`src/rtl/voice_allocator.sv`:
```
// Voice allocator: maps key-on/key-off events onto a pool of synth voices by sequential scan.
// Optional macro VOICE_STEAL_EN: steal the oldest HELD voice instead of dropping a key-on.
module voice_allocator #(
   parameter int NUM_VOICES = 4,
   parameter int KEY_W      = 4,
   parameter int AGE_W      = 4
) (
   input  logic                        clk_i,
   input  logic                        rst_i,
   input  logic                        key_valid_i,
   output logic                        key_ready_o,
   input  logic                        key_on_i,
   input  logic [KEY_W-1:0]            key_code_i,
   input  logic [NUM_VOICES-1:0]       release_done_i,
   output logic [NUM_VOICES-1:0]       voice_gate_o,
   output logic [NUM_VOICES*KEY_W-1:0] voice_key_o,
   output logic [NUM_VOICES-1:0]       voice_trig_o,
   output logic                        drop_o
);
   localparam int IDX_W = (NUM_VOICES > 1) ? $clog2(NUM_VOICES) : 1;
`ifdef VOICE_STEAL_EN
   localparam bit STEAL_EN = 1'b1;
`else
   localparam bit STEAL_EN = 1'b0;
`endif

   typedef enum logic [1:0] {S_IDLE, S_SCAN, S_COMMIT} state_t;
   typedef enum logic [1:0] {V_FREE, V_HELD, V_REL} vstate_t;

   // Candidate rank, lower is better; NONE means no usable voice found yet
   localparam logic [2:0] R_MATCH = 3'd0;
   localparam logic [2:0] R_FREE  = 3'd1;
   localparam logic [2:0] R_REL   = 3'd2;
   localparam logic [2:0] R_HELD  = 3'd3;
   localparam logic [2:0] R_NONE  = 3'd4;

   state_t                state_q, state_d;
   vstate_t               vst_q [NUM_VOICES];
   vstate_t               vst_d [NUM_VOICES];
   logic [KEY_W-1:0]      vkey_q [NUM_VOICES];
   logic [KEY_W-1:0]      vkey_d [NUM_VOICES];
   logic [AGE_W-1:0]      age_q [NUM_VOICES];
   logic [AGE_W-1:0]      age_d [NUM_VOICES];
   logic [IDX_W-1:0]      idx_q, idx_d;
   logic [IDX_W-1:0]      cand_idx_q, cand_idx_d;
   logic [2:0]            cand_rank_q, cand_rank_d;
   logic [AGE_W-1:0]      cand_age_q, cand_age_d;
   logic                  ev_on_q, ev_on_d;
   logic [KEY_W-1:0]      ev_code_q, ev_code_d;
   logic [NUM_VOICES-1:0] trig_q, trig_d;
   logic                  drop_q, drop_d;
   logic                  rdy_en_q, rdy_en_d;

   logic [2:0]            scan_rank;
   logic                  scan_better;

   function automatic logic [AGE_W-1:0] age_inc(input logic [AGE_W-1:0] a);
      return (&a) ? a : a + AGE_W'(1);
   endfunction

   // Rank the voice under the scan pointer against the current best
   always_comb begin
      scan_rank = R_NONE;
      if (ev_on_q) begin
         if (vst_q[idx_q] != V_FREE && vkey_q[idx_q] == ev_code_q) scan_rank = R_MATCH;
         else if (vst_q[idx_q] == V_FREE)                          scan_rank = R_FREE;
         else if (vst_q[idx_q] == V_REL)                           scan_rank = R_REL;
         else                                                      scan_rank = R_HELD;
      end else if (vst_q[idx_q] == V_HELD && vkey_q[idx_q] == ev_code_q) begin
         scan_rank = R_MATCH;
      end
      scan_better = (scan_rank < cand_rank_q) ||
                    ((scan_rank == cand_rank_q) && (scan_rank == R_REL || scan_rank == R_HELD) &&
                     (age_q[idx_q] > cand_age_q));
   end

   always_comb begin
      state_d     = state_q;
      idx_d       = idx_q;
      cand_idx_d  = cand_idx_q;
      cand_rank_d = cand_rank_q;
      cand_age_d  = cand_age_q;
      ev_on_d     = ev_on_q;
      ev_code_d   = ev_code_q;
      trig_d      = '0;
      drop_d      = 1'b0;
      rdy_en_d    = 1'b1;
      for (int v = 0; v < NUM_VOICES; v++) begin
         vst_d[v]  = vst_q[v];
         vkey_d[v] = vkey_q[v];
         age_d[v]  = age_q[v];
         if (release_done_i[v] && vst_q[v] == V_REL) vst_d[v] = V_FREE;
      end

      case (state_q)
         S_IDLE: begin
            if (key_valid_i && key_ready_o) begin
               ev_on_d     = key_on_i;
               ev_code_d   = key_code_i;
               idx_d       = '0;
               cand_idx_d  = '0;
               cand_rank_d = R_NONE;
               cand_age_d  = '0;
               state_d     = S_SCAN;
            end
         end
         S_SCAN: begin
            if (scan_better) begin
               cand_idx_d  = idx_q;
               cand_rank_d = scan_rank;
               cand_age_d  = age_q[idx_q];
            end
            if (idx_q == IDX_W'(NUM_VOICES - 1)) state_d = S_COMMIT;
            else                                 idx_d   = idx_q + IDX_W'(1);
         end
         S_COMMIT: begin
            state_d = S_IDLE;
            // Commit assignments come last so they override a same-cycle release_done
            if (ev_on_q) begin
               if (cand_rank_q == R_HELD && !STEAL_EN) begin
                  drop_d = 1'b1;
               end else if (cand_rank_q != R_NONE) begin
                  for (int v = 0; v < NUM_VOICES; v++) begin
                     if (IDX_W'(v) == cand_idx_q) begin
                        vst_d[v]  = V_HELD;
                        vkey_d[v] = ev_code_q;
                        age_d[v]  = '0;
                        trig_d[v] = 1'b1;
                     end else if (vst_q[v] != V_FREE) begin
                        age_d[v]  = age_inc(age_q[v]);
                     end
                  end
               end
            end else if (cand_rank_q == R_MATCH) begin
               for (int v = 0; v < NUM_VOICES; v++)
                  if (IDX_W'(v) == cand_idx_q) vst_d[v] = V_REL;
            end
         end
         default: state_d = S_IDLE;
      endcase
   end

   always_ff @(posedge clk_i) begin
      if (rst_i) begin
         state_q     <= S_IDLE;
         idx_q       <= '0;
         cand_idx_q  <= '0;
         cand_rank_q <= R_NONE;
         cand_age_q  <= '0;
         ev_on_q     <= 1'b0;
         ev_code_q   <= '0;
         trig_q      <= '0;
         drop_q      <= 1'b0;
         rdy_en_q    <= 1'b0;
         for (int v = 0; v < NUM_VOICES; v++) begin
            vst_q[v]  <= V_FREE;
            vkey_q[v] <= '0;
            age_q[v]  <= '0;
         end
      end else begin
         state_q     <= state_d;
         idx_q       <= idx_d;
         cand_idx_q  <= cand_idx_d;
         cand_rank_q <= cand_rank_d;
         cand_age_q  <= cand_age_d;
         ev_on_q     <= ev_on_d;
         ev_code_q   <= ev_code_d;
         trig_q      <= trig_d;
         drop_q      <= drop_d;
         rdy_en_q    <= rdy_en_d;
         for (int v = 0; v < NUM_VOICES; v++) begin
            vst_q[v]  <= vst_d[v];
            vkey_q[v] <= vkey_d[v];
            age_q[v]  <= age_d[v];
         end
      end
   end

   // rdy_en_q holds ready low through reset and for the first cycle after it
   always_comb begin
      key_ready_o  = (state_q == S_IDLE) && rdy_en_q;
      voice_trig_o = trig_q;
      drop_o       = drop_q;
      voice_gate_o = '0;
      voice_key_o  = '0;
      for (int v = 0; v < NUM_VOICES; v++) begin
         voice_gate_o[v]                = (vst_q[v] == V_HELD);
         voice_key_o[v*KEY_W +: KEY_W]  = vkey_q[v];
      end
   end
endmodule

```
`config.mk`:
```
export PLATFORM = sky130hd
export DESIGN_NAME = voice_allocator
export DESIGN_NICKNAME = d
export VERILOG_FILES = /design/src/rtl/voice_allocator.sv
export SDC_FILE = /design/constraint.sdc
export NUM_CORES = 1
export LEC_CHECK = 0
export ABC_AREA = 1
export CORE_MARGIN = 5
export CORE_UTILIZATION = 45
export CTS_BUF_LIST = sky130_fd_sc_hd__clkbuf_4 sky130_fd_sc_hd__clkbuf_8 sky130_fd_sc_hd__clkbuf_16
export DETAILED_ROUTE_END_ITERATION = 10
export HOLD_SLACK_MARGIN = 0.1
export PLACE_DENSITY_LB_ADDON = 0.12
export RECOVER_POWER = 50
export SYNTH_ARGS = -nofsm -noshare
export SYNTH_HDL_FRONTEND = slang
export SYNTH_SLANG_ARGS = --single-unit
```
`constraint.sdc`:
```
create_clock -name clk_i -period 2.7 [get_ports clk_i]
set_clock_uncertainty 0.1 [all_clocks]
set_input_delay 0.405 -clock clk_i [delete_from_list [all_inputs] [get_ports clk_i]]
set_output_delay 0.405 -clock clk_i [all_outputs]
set_load 0.005 [all_outputs]
```
==> metrics, run 1 <==
number of enable flip-flop cells after synthesis=0; Avg Inst Size Synth=7.394 sq um; H-tree levels=3; clk_lat worst skew=340 ps; Die X=95.32 microns; commonest non-fill, non-tap cells in the layout=75 x nand2_1, 65 x dfxtp_1, 51 x inv_1; Max clock buf depth=2; f_max=392.1 MHz; largest net degree at the start of global routing=29; fin crit period=2550 ps; endpoints failing setup=0; sequential standard cell area=1325 sq um; Worst R2R Setup Slack=150 ps; Slew headroom=48.11%; Min Hold Slack=364.9 ps; ys flop type=dfxtp_1; outcome=complete, no violations; cell area after layout=between 4000 and 5000 sq um; max-slew violations=0; IO Pins=38; Pwr Density=551.5 nW/um^2; highest ir drop seen on vdd=0.2702 mV; CP endpoint kind=flip-flop; RD Place Congestion=approximately 0.92; fill count=approximately 700; Core ar.=7176 sq um; area delta synth->final=25.71%; Seq/Total Area, Yosys=40.34%; antenna cells=0; WS Path Type=reg -> reg; clk root buf=clkbuf_8; Critical Path AT=approximately 2700 ps; std cell rows=31; Worst Path Max Fanout=8; area of the multi-input gates=1725 sq um; Overall Power=2.271 mW; clock sinks=66; average wire per standard cell=about 15 microns; Setup WS post-layout=149.8 ps; Worst Setup Start Kind=flip-flop; Hold Crit Start=cand_age_q[3]; final core occ=57.38%; Warnings, synthesis=0; first-pass GRT wire length=14130 microns; DR iter-0 viols=150; CTS Hold Bufs=0; Cell Area, Placed=3796 sq um; CTS tree=yes; die area=9086 sq um; switching share of power=between 20 and 25%; Clock Power Share=45.6%; syn_nets=467; Seq pwr share=44.0%; aggregate global-route resource usage=about a fifth; layout cell share with drive strength beyond 1=between 10% and 20%; initial antenna violation count=0; DR pass1 iterations=4; setup TNS=0 ps; r2r worst-path depth=20; vias in the first global route=2953; Tightest Pin Transition=778.3 ps; total gr overflow=0; clock-pin slew on the worst setup and hold paths=70 ps; Fin. Hold Viols=0; via count=~3100; min-delay worst type=reg -> reg; period utilization=94.45%; post-synthesis async set-or-reset flop share=0%; Synth Instances=between 400 and 500; number of buffers added on ports=37; commonest non-fill, non-tap cell in the layout=nand2_1; non-filler instance count after layout=601; r2r endpoint=cand_idx_q[0]; Nets=521; Netlist Area Pre-Place=3276 sq um; Internal=around 1.7 mW; Gate power share=10.4%; Critical Path RT=2880 ps; Leak=between 1.5 and 2 nW; WL final=between 8000 and 9000 microns; DPL Wire Length=~6400 microns; library cells used by synthesis=35; Yosys reg bits=66; DRC Markers=0; Max Cap Viol=0; pre-CTS setup slack=21.78 ps; Starting Density=45.65%; Worst Setup EP=cand_idx_q[0]; vias per cell=5.140; P_sw=553.1 uW; post-route ant nets=0; Die H=95.32 microns; CTS buffer count=9; dpl cells=582
[layout make-up]
cell class,count,area share [%]
multi-input combinational,313,41.90
sequential,66,32.18
timing repair buffer,52,11.73
inverter,55,5.074
clock buffer,10,3.342
tap,99,3.008
clock inverter,6,2.765
[critical path, cell delays in order, from the launching register on]
cell      delay (ps)
dfxtp_4          370
buf_6            140
nand2_1           80
nand3_2          100
nand2_1           90
nand2_1           50
nand2_1           60
nand2_1           60
inv_2             60
nand2_2           50
o21ai_2          130
inv_1             90
ha_4             280
nand2_1           70
nor2_2           110
a211oi_2          50
nor2_2           180
nand2_4          140
nand2_8          120
nand2_2           60
a21oi_2          120
[kinds of logic after synthesis]
group / count (synthesis) / synth area share (%)
fa+ha+maj: 12 / 4.584
simple gates: 205 / 29.49
xor+xnor: 3 / 0.8023
compound gates: 91 / 16.08
flops: 66 / 40.34
buf+inv: 66 / 8.709
[layer usage]
layer / part of all wire, % / wire length, microns / global-route usage, % / up-vias
li1: - / - / - / 1584
met1: 46 / 4015 / 25.62 / 1406
met2: 47 / 4124 / 32.94 / 85
met3: 4.9 / 430 / 3.788 / 14
met4: 1.7 / 149 / 9.255 / 0
met5: 0 / 0 / 0 / -
[cell usage after synthesis (2+ instances only)]
cell type | number | area [sq um]
ha_1 | 12 | 150.1
a21oi_1 | 26 | 130.1
buf_1 | 2 | 7.510
nand3_2 | 5 | 50.05
nand2_2 | 14 | 87.58
o22ai_1 | 2 | 12.51
o21ai_0 | 31 | 155.2
nand4_1 | 4 | 25.02
inv_2 | 6 | 22.52
xor2_1 | 3 | 26.28
nor2_1 | 42 | 157.7
nor3_1 | 7 | 35.03
nand3_1 | 49 | 245.2
o21ai_1 | 8 | 40.04
buf_6 | 5 | 56.30
a211oi_1 | 3 | 22.52
dfxtp_1 | 66 | 1321
a21oi_2 | 11 | 96.34
inv_1 | 48 | 180.2
a31oi_1 | 5 | 31.28
clkbuf_1 | 4 | 15.01
nor3b_1 | 3 | 22.52
nand2_1 | 75 | 281.5
[power groups by stage]
stage	Sequential, mW	Combinational [mW]	Clock, mW
2_1_floorplan	1.02	0.145	0
3_3_place_gp	1.02	0.211	0
3_5_place_dp	1.02	0.215	0
4_1_cts	0.998	0.216	1.06
5_1_grt	1.00	0.262	1.10
6_report	0.999	0.237	1.04
[repair_timing]
item,4_1_cts,5_1_grt
resized for setup,1,14
buffers inserted,0,1
pin swaps,1,5
cloned,0,2
endpoints found under the setup margin,1,9
[worst min path at each step]
| stage | to | slack [ps] | cells past startpoint |
|---|---|---|---|
| 5_1_grt | cand_age_q[2] | 390 | 2 |
| 2_1_floorplan | cand_age_q[1] | 350 | 2 |
| 3_3_place_gp | cand_age_q[3] | 360 | 2 |
| 6_report | cand_age_q[3] | 360 | 2 |
| 4_1_cts | cand_age_q[3] | 370 | 2 |
| 3_5_place_dp | cand_age_q[3] | 360 | 2 |
[sequential cells by signal (all words and copies together) (netlist names), named ones only]
register	cells
cand_age_q	4
vkey_q	16
cand_rank_q	3
drop_o	1
ev_on_q	1
age_q	16
voice_trig_o	4
rdy_en_q	1
idx_q	2
cand_idx_q	2
state_q	2
vst_q	8
ev_code_q	4
Power figures use the tool's default switching activity.
==> run 2: changes to the inputs <==
--- a/config.mk
+++ b/config.mk
@@ -7,7 +7,7 @@
 export LEC_CHECK = 0
 export ABC_AREA = 1
 export CORE_MARGIN = 5
-export CORE_UTILIZATION = 45
+export CORE_UTILIZATION = 30
 export CTS_BUF_LIST = sky130_fd_sc_hd__clkbuf_4 sky130_fd_sc_hd__clkbuf_8 sky130_fd_sc_hd__clkbuf_16
 export DETAILED_ROUTE_END_ITERATION = 10
 export HOLD_SLACK_MARGIN = 0.1
==> metrics, run 2 (same netlist as run 1, synthesis figures left out) <==
Critical Path, Cell by Cell=buf_6 -> nand2_2 -> nand3_2 -> nand2_1 -> nand2_1 -> nand2_2 -> nor2_4 -> nand2_4 -> o21ai_4 -> inv_2 -> ha_4 -> nand2_1 -> nor2_2 -> a211oi_2 -> nor2_2 -> buf_4 -> nand2_2 -> nand3_1 -> a21oi_2; vias per cell=4.705; WL final=between 9000 and 10000 microns; critical path's largest stage delay=420 ps; Critical Path RT=around 2900 ps; fill count=1120; CP endpoint kind=flip-flop; layout cell share with drive strength beyond 1=between 15 and 20%; RD Place Congestion=0.8379; final core occ=39.58%; DRC Markers=0; Leak=1.631 nW; CTS buffer count=9; busiest layer in global routing=met2; setup TNS=0 ps; clock-pin slew on the worst setup and hold paths=80 ps; fin crit period=2634 ps; H-tree levels=3; commonest non-fill, non-tap cells in the layout=71 x nand2_1, 64 x dfxtp_1, 47 x inv_1; IO Pins=38; largest net degree at the start of global routing=29; Fin. Hold Viols=0; Setup WS post-layout=65.80 ps; f_max=379.6 MHz; clock sinks=66; Critical Path AT=2810 ps; highest ir drop seen on vdd=around 0.27 mV; vias in the first global route=roughly 2900; max-slew violations=0; post-route ant nets=0; GR Util met1=between 10% and 20%; WS Path Type=reg -> reg; CTS tree=yes; average wire per standard cell=around 14 microns; cell area after layout=~4300 sq um; std cell rows=38; period utilization=a little over nine tenths; CTS Hold Bufs=0; slowest CP cell=dfxtp_4; DR pass1 iterations=4; clk root buf=clkbuf_8; endpoints failing setup=0; Largest regs=age_q (16), vkey_q (16), vst_q (8); grt met2 use=24.99%; number of buffers added on ports=37; DPL Wire Length=7025 microns; Cell Area, Placed=3867 sq um; min-delay worst type=reg -> reg; clk_lat worst skew=between 300 and 400 ps; outcome=complete, no violations; Worst Setup Start Kind=flip-flop; die area=13110 sq um; total gr overflow=0; Slew headroom=69.52%; Die X=roughly 110 microns; antenna cells=0; Tightest Pin Transition=456.1 ps; Pwr Density=a little under 500 nW/um^2; Worst Path Max Fanout=5; first-pass GRT wire length=between 15000 and 20000 microns; aggregate global-route resource usage=14.69%; Max Cap Viol=0; Min Hold Slack=365.2 ps; Starting Density=30.35%; RSZ-0062 raised after global routing=true; pre-CTS setup slack=14.28 ps; initial antenna violation count=0; DR iter-0 viols=159; via count=3058; Core ar.=10790 sq um; Max clock buf depth=2; Die H=114.5 microns; Nets=529; area delta synth->final=30.40%; grt met3 use=3.647%; commonest non-fill, non-tap cell in the layout=nand2_1
==> run 2: cell count changes in the layout (fill, tap and decap cells not counted), moves of 2 or more <==
cell             delta
inv_1               -4
nand2_4             +3
nand3_2             +5
dlygate4sd3_1      -21
clkinv_2            +3
nand2_1             -4
bufinv_16           -2
buf_4               +5
clkdlybuf4s50_1    +21
nand3_1             -5
inv_2               +4
==> run 2: layout make-up <==
class                      count  area, sq um  area share (%)
multi-input combinational    313         1790           41.92
tap                          140        175.2           4.101
clock inverter                 7        70.07           1.640
inverter                      55        209.0           4.892
timing repair buffer          60        576.8           13.50
sequential                    66         1326           31.05
clock buffer                   9        123.9           2.900
==> run 2: path summary, 6_finish.rpt <==
| path | from | end | depth (start not counted) | slack (ps) |
|---|---|---|---|---|
| min reg2reg | cand_age_q[1] | cand_age_q[1] | 2 | 370 |
| min | cand_age_q[1] | cand_age_q[1] | 2 | 370 |
| max | flip-flop | cand_age_q[1] | 19 | 70 |
| max reg2reg | flip-flop | cand_age_q[1] | 19 | 70 |
==> run 2: worst max-delay path: cells and delay by family, from the launching register on <==
kind | cells | cell delay (ps)
AND/OR/NAND/NOR | 12 | 970
AO/OA/AOI/OAI | 3 | 540
flip-flops | 1 | 420
buffers and inverters | 3 | 330
adder cells (fa/ha/maj) | 1 | 220
==> run 2: per-layer routing <==
| metal | wire length [microns] | vias up | share of wire [%] |
|---|---|---|---|
| met2 | 4536 | 50 | 48 |
| met1 | 4352 | 1402 | 46 |
| met3 | 404 | 6 | 4.3 |
| li1 | - | 1600 | - |
| met4 | 95 | 0 | 1.0 |
| met5 | 0 | - | 0 |
==> run 2: repair_timing <==
item,in CTS,in global routing
buffers inserted,0,7
setup endpoints to repair,3,9
cloned,0,3
pin swaps,0,16
gates resized for setup,1,29
==> run 2: metrics by stage <==
stage	cells	power, mW
final	650	2.098
after global routing	650	2.207
after CTS	640	2.071
after detailed placement	624	1.233
after global placement	624	1.230
after floorplan	443	1.163
==> run 2: power breakdown <==
group	leakage, nW	switching [mW]	internal, mW	total, mW
sequential	0.535	0.0148	0.987	1.00
clock	0.0990	0.409	0.424	0.834
combinational	0.997	0.156	0.106	0.263
total	1.63	0.580	1.52	2.10
